--- config.mk ---
export PLATFORM = sky130hd
export DESIGN_NAME = apb_master_arb
export DESIGN_NICKNAME = d
export VERILOG_FILES = /design/src/rtl/apb_master_arb.sv
export SDC_FILE = /design/constraint.sdc
export NUM_CORES = 1
export LEC_CHECK = 0
export CAP_MARGIN = 20
export CORE_ASPECT_RATIO = 0.7
export CORE_MARGIN = 2
export CORE_UTILIZATION = 43
export CTS_BUF_LIST = sky130_fd_sc_hd__clkbuf_4 sky130_fd_sc_hd__clkbuf_8 sky130_fd_sc_hd__clkbuf_16
export DETAILED_ROUTE_END_ITERATION = 8
export PLACE_DENSITY = 0.86
export SYNTH_ARGS = -nofsm -noshare
export SYNTH_HDL_FRONTEND = slang
export SYNTH_SLANG_ARGS = --single-unit
--- constraint.sdc ---
create_clock -name PCLK -period 3.85 [get_ports PCLK]
set_input_delay 1.155 -clock PCLK [delete_from_list [all_inputs] [get_ports PCLK]]
set_output_delay 1.155 -clock PCLK [all_outputs]
set_load 0.1 [all_outputs]
--- src/rtl/apb_master_arb.sv ---
// Two-requester round-robin APB master: arbitrates REQ0/REQ1, runs SETUP/ACCESS,
// returns read data and status, and force-terminates transfers a slave stalls on.
module apb_master_arb #(
  parameter int unsigned TIMEOUT = 64
) (
  input  logic        PCLK,
  input  logic        PRESET,
  input  logic        REQ0,
  input  logic        REQ1,
  input  logic [11:0] ADDR0,
  input  logic [11:0] ADDR1,
  input  logic        WRITE0,
  input  logic        WRITE1,
  input  logic [31:0] WDATA0,
  input  logic [31:0] WDATA1,
  input  logic [3:0]  STRB0,
  input  logic [3:0]  STRB1,
  output logic        ACK0,
  output logic        ACK1,
  output logic [31:0] RDATA0,
  output logic [31:0] RDATA1,
  output logic        ERR0,
  output logic        ERR1,
  output logic        PSEL,
  output logic        PENABLE,
  output logic        PWRITE,
  output logic [11:0] PADDR,
  output logic [31:0] PWDATA,
  output logic [3:0]  PSTRB,
  input  logic [31:0] PRDATA,
  input  logic        PREADY,
  input  logic        PSLVERR,
  output logic [1:0]  GRANT
);

  typedef enum logic [1:0] {IDLE = 2'd0, SETUP = 2'd1, ACCESS = 2'd2} state_t;

  localparam logic [7:0] TIMEOUT_W = 8'(TIMEOUT);

  state_t      state;
  logic        last;
  logic [7:0]  wait_cnt;
  logic        win1;
  logic        timeout_hit;
  logic        sel_write;
  logic [11:0] sel_addr;
  logic [31:0] sel_wdata;
  logic [3:0]  sel_strb;
  logic        done_err;
  logic [31:0] done_rdata;

  // Requester 1 wins if it is alone, or on a tie when it was not the last owner.
  function automatic logic pick_req1(input logic r0, input logic r1, input logic lst);
    return r1 && (!r0 || !lst);
  endfunction

  always_comb begin
    win1        = pick_req1(REQ0, REQ1, last);
    sel_write   = win1 ? WRITE1 : WRITE0;
    sel_addr    = win1 ? ADDR1  : ADDR0;
    sel_wdata   = win1 ? WDATA1 : WDATA0;
    sel_strb    = sel_write ? (win1 ? STRB1 : STRB0) : 4'h0;
    timeout_hit = (TIMEOUT_W != 8'd0) && (wait_cnt == TIMEOUT_W);
    // A slave response takes priority; a forced end reports an error and zero data.
    done_err    = PREADY ? PSLVERR : 1'b1;
    done_rdata  = PREADY ? PRDATA  : 32'h0;
  end

  always_ff @(posedge PCLK) begin
    if (PRESET) begin
      state    <= IDLE;
      last     <= 1'b1;
      wait_cnt <= 8'd0;
      PSEL     <= 1'b0;
      PENABLE  <= 1'b0;
      PWRITE   <= 1'b0;
      PADDR    <= 12'h0;
      PWDATA   <= 32'h0;
      PSTRB    <= 4'h0;
      GRANT    <= 2'b00;
      ACK0     <= 1'b0;
      ACK1     <= 1'b0;
      ERR0     <= 1'b0;
      ERR1     <= 1'b0;
      RDATA0   <= 32'h0;
      RDATA1   <= 32'h0;
    end else begin
      ACK0 <= 1'b0;
      ACK1 <= 1'b0;
      ERR0 <= 1'b0;
      ERR1 <= 1'b0;
      unique case (state)
        IDLE: begin
          if (REQ0 || REQ1) begin
            state    <= SETUP;
            PSEL     <= 1'b1;
            PENABLE  <= 1'b0;
            wait_cnt <= 8'd0;
            last     <= win1;
            GRANT    <= win1 ? 2'b10 : 2'b01;
            PADDR    <= sel_addr;
            PWRITE   <= sel_write;
            PWDATA   <= sel_wdata;
            PSTRB    <= sel_strb;
          end
        end
        SETUP: begin
          PENABLE <= 1'b1;
          state   <= ACCESS;
        end
        ACCESS: begin
          if (PREADY || timeout_hit) begin
            state   <= IDLE;
            PSEL    <= 1'b0;
            PENABLE <= 1'b0;
            GRANT   <= 2'b00;
            ACK0    <= GRANT[0];
            ACK1    <= GRANT[1];
            ERR0    <= GRANT[0] & done_err;
            ERR1    <= GRANT[1] & done_err;
            if (!PWRITE && GRANT[0]) RDATA0 <= done_rdata;
            if (!PWRITE && GRANT[1]) RDATA1 <= done_rdata;
          end else begin
            wait_cnt <= wait_cnt + 8'd1;
          end
        end
        default: state <= IDLE;
      endcase
    end
  end

endmodule

==> flow_summary.json <==
{
  "fin_skew_ps": 6.554,
  "wl_per_cell_um": 18.34,
  "worst_pin_slew_ps": 1026,
  "power_density_mw_per_mm2": 523.9,
  "placed_cell_area_sq_mm": 0.007466,
  "synth-main-ff-cell": "dfxtp_1",
  "cts_resized": 0,
  "detail-route-antenna-nets": 0,
  "hold_viol_final": 0,
  "cts_made_buffers": 17,
  "reg2reg_to": "RDATA0[15]",
  "synth_fp_nets": 606,
  "rsz0062_at_grt": "false",
  "finalInstanceArea_sq_mm": 0.008095,
  "track_usage_pct": 25.61,
  "ys_async_sr_fraction_pct": 0,
  "max_cap_violations": 0,
  "grt_max_degree": 76,
  "syn2layout_area_growth_pct": 61.75,
  "hold_class": "register to register",
  "start_util_pct": 44.80,
  "maxSlewHeadroom_pct": 31.36,
  "crit_type": "register to output pin",
  "max_stage_delay_ps": 1180,
  "status": "completed",
  "hold_start": "PSTRB[3]",
  "r2r_start": "state[0]",
  "finish.utilization_pct": 72.47,
  "synthCells": 468,
  "clock_path_buffers": 2,
  "ys_types": 37,
  "drtIter0Drc": 330,
  "die-width_um": 132.9,
  "ys.warnings.count": 0,
  "cp.required_ps": 2690,
  "cts_tree": "built",
  "antenna_found_initial": 0,
  "cp-start-kind": "register",
  "final_max_slew_viol_count": 0,
  "min_period_ps": 3075,
  "post-cts-setup-buffers": 0,
  "core_area_sq_mm": 0.01117,
  "path_cells": "clkdlybuf4s50_1",
  "grt_pass1_vias": 4789,
  "synth.avg_cell_area_sq_um": 10.69,
  "final_nets": 846,
  "fp.dieH_um": 94.26,
  "crit_family": "buffers and inverters",
  "htreeDepth": 4,
  "crit_arrival_ps": 1920,
  "crit_buf_inv": 1,
  "fin_hold_ws_ps": 461.4,
  "die-area_sq_mm": 0.01253,
  "holdBufCountCts": 0,
  "worstRegToRegCells": 6,
  "yosysSeqAreaShare_pct": 52.80,
  "diodes": 0,
  "crit_end": "RDATA1[14]",
  "drtPass1Iterations": 5,
  "port_buffers": 256,
  "finalCritPeriodShare_pct": 79.88,
  "irDropWorstVdd_mv": 0.3328,
  "vias": 4859,
  "crit_path_end_kind": "output pin",
  "place.gp.congestion": 0.8734,
  "io_pins": 257,
  "ff2ff_setup_slack_ps": 1760,
  "cts_root_buf": "clkbuf_16",
  "rows": 32,
  "path_max_fanout": 2,
  "clock_latency_ps": 400,
  "max_freq_mhz": 325.2,
  "cp-startpoint": "RDATA1[14]",
  "cts_num_sinks": 132,
  "hold_depth": 2,
  "grt_first_pass_wirelength_mm": 25.07,
  "drc_errors": 0,
  "fin_tns_setup_ps": 0,
  "routed_wl_mm": 16.03,
  "synth_edf_count": 0,
  "overflow": 0,
  "ys_seq_elements": 132,
  "setup_viol": 0,
  "p_leak_nw": 3.190,
  "layout-drive-gt1-share_pct": 20.25,
  "clk_pin_slew_ps": 60,
  "path_depth": 1,
  "cp_slowest_cell": "clkdlybuf4s50_1",
  "syn_area_sq_mm": 0.005005,
  "dp_hpwl_mm": 11.69,
  "avgViaCountPerCell": 5.559
}
[cell type report]
type                    instances  area [sq um]
multi-input cells             286          2197
clock inverters                15         203.9
inverters                       6         22.52
repair buffers                265          2412
flip-flops and latches        132          2643
fillers                       809          3075
well taps                     153         191.4
clock buffers                  17         425.4
[worst min path at each step]
stage	endpoint	slack, ps
final	PSTRB[3]	460
after global placement	PSTRB[1]	440
after CTS	PSTRB[3]	470
after floorplan	last	430
after global routing	RDATA0[28]	480
after detailed placement	PSTRB[3]	450
[per-stage QoR]
stage          worst slack [ps]  total power (W)  std cells
5_1_grt                   744.4         0.004387        874
2_1_floorplan              1471         0.002231        468
4_1_cts                   765.1         0.004264        874
6_report                  774.8         0.004241        874
3_3_place_gp              764.9         0.002546        842
3_5_place_dp              718.4         0.002565        842
[kinds of logic after synthesis]
| logic type | after synthesis | share of synthesized area, % |
|---|---|---|
| AO/OA/AOI/OAI | 141 | 23.47 |
| multiplexers | 49 | 9.800 |
| buffers and inverters | 50 | 4.100 |
| flip-flops | 132 | 52.80 |
| adder cells (fa/ha/maj) | 2 | 0.4999 |
| AND/OR/NAND/NOR | 94 | 9.325 |
[state kept, by name (all words and copies together), names as in the netlist]
register,count
ERR1,1
state,2
PENABLE,1
GRANT,2
PSEL,1
last,1
PWRITE,1
PWDATA,32
PADDR,12
ACK1,1
RDATA0,32
wait_cnt,8
ERR0,1
RDATA1,32
ACK0,1
PSTRB,4
[power breakdown]
| group | switching, W | total, W | leakage, nW | internal [W] |
|---|---|---|---|---|
| combinational | 0.000738 | 0.00105 | 1.83 | 0.000308 |
| sequential | 0.0000502 | 0.00149 | 1.08 | 0.00144 |
| clock | 0.000617 | 0.00170 | 0.285 | 0.00109 |
| total | 0.00140 | 0.00424 | 3.19 | 0.00284 |
[routing by layer]
metal	vias up	track usage, %	wire [um]
met3	36	7.228	1088
met5	-	0	0
li1	2292	-	-
met2	203	43.91	8137
met1	2328	30.69	6431
met4	0	9.946	371
[cells in the mapped netlist, types with 2 or more instances]
cell type  number  area, sq um
a211oi_1       46        345.3
a21o_1          2        15.01
a21oi_1        11        55.05
a31oi_1         4        25.02
a32o_1         64        640.6
and2_1          2        12.51
and3_1          2        12.51
and4_1          3        26.28
buf_1           2        7.510
buf_2          14        70.07
clkbuf_1       28        105.1
dfxtp_1       132         2643
ha_1            2        25.02
inv_1           6        22.52
mux2i_1        49        490.5
nand2_1         8        30.03
nand2b_1        3        18.77
nand3_1        10        50.05
nand4_1         2        12.51
nor2_1         49        183.9
nor2b_1         2        12.51
nor3_1          2        10.01
nor3b_2         2        25.02
o211ai_1        3        22.52
o21ai_0         5        25.02
o31ai_1         2        15.01
or3_1           2        12.51
or4_1           2        15.01
[placed cells by master (no fill, tap or decap), types with 2 or more instances in the layout]
master	instances
a21o_1	2
clkdlybuf4s50_1	160
a211oi_1	46
or3_1	2
nand2_1	8
o31ai_1	2
a21oi_2	2
buf_12	2
inv_6	3
mux2i_1	49
nand4_1	2
nand2b_1	3
dfxtp_1	132
o211ai_1	3
o21ai_0	5
bufinv_16	4
nor3b_4	2
a31oi_1	4
ha_1	2
clkbuf_16	17
nor2_1	49
nand3_1	10
a32o_1	64
or4_1	2
buf_4	102
a21oi_1	9
clkinvlp_4	7
and4_1	3
inv_1	6
and3_1	2
nor3_1	2
(Power assumes the default switching activity.)
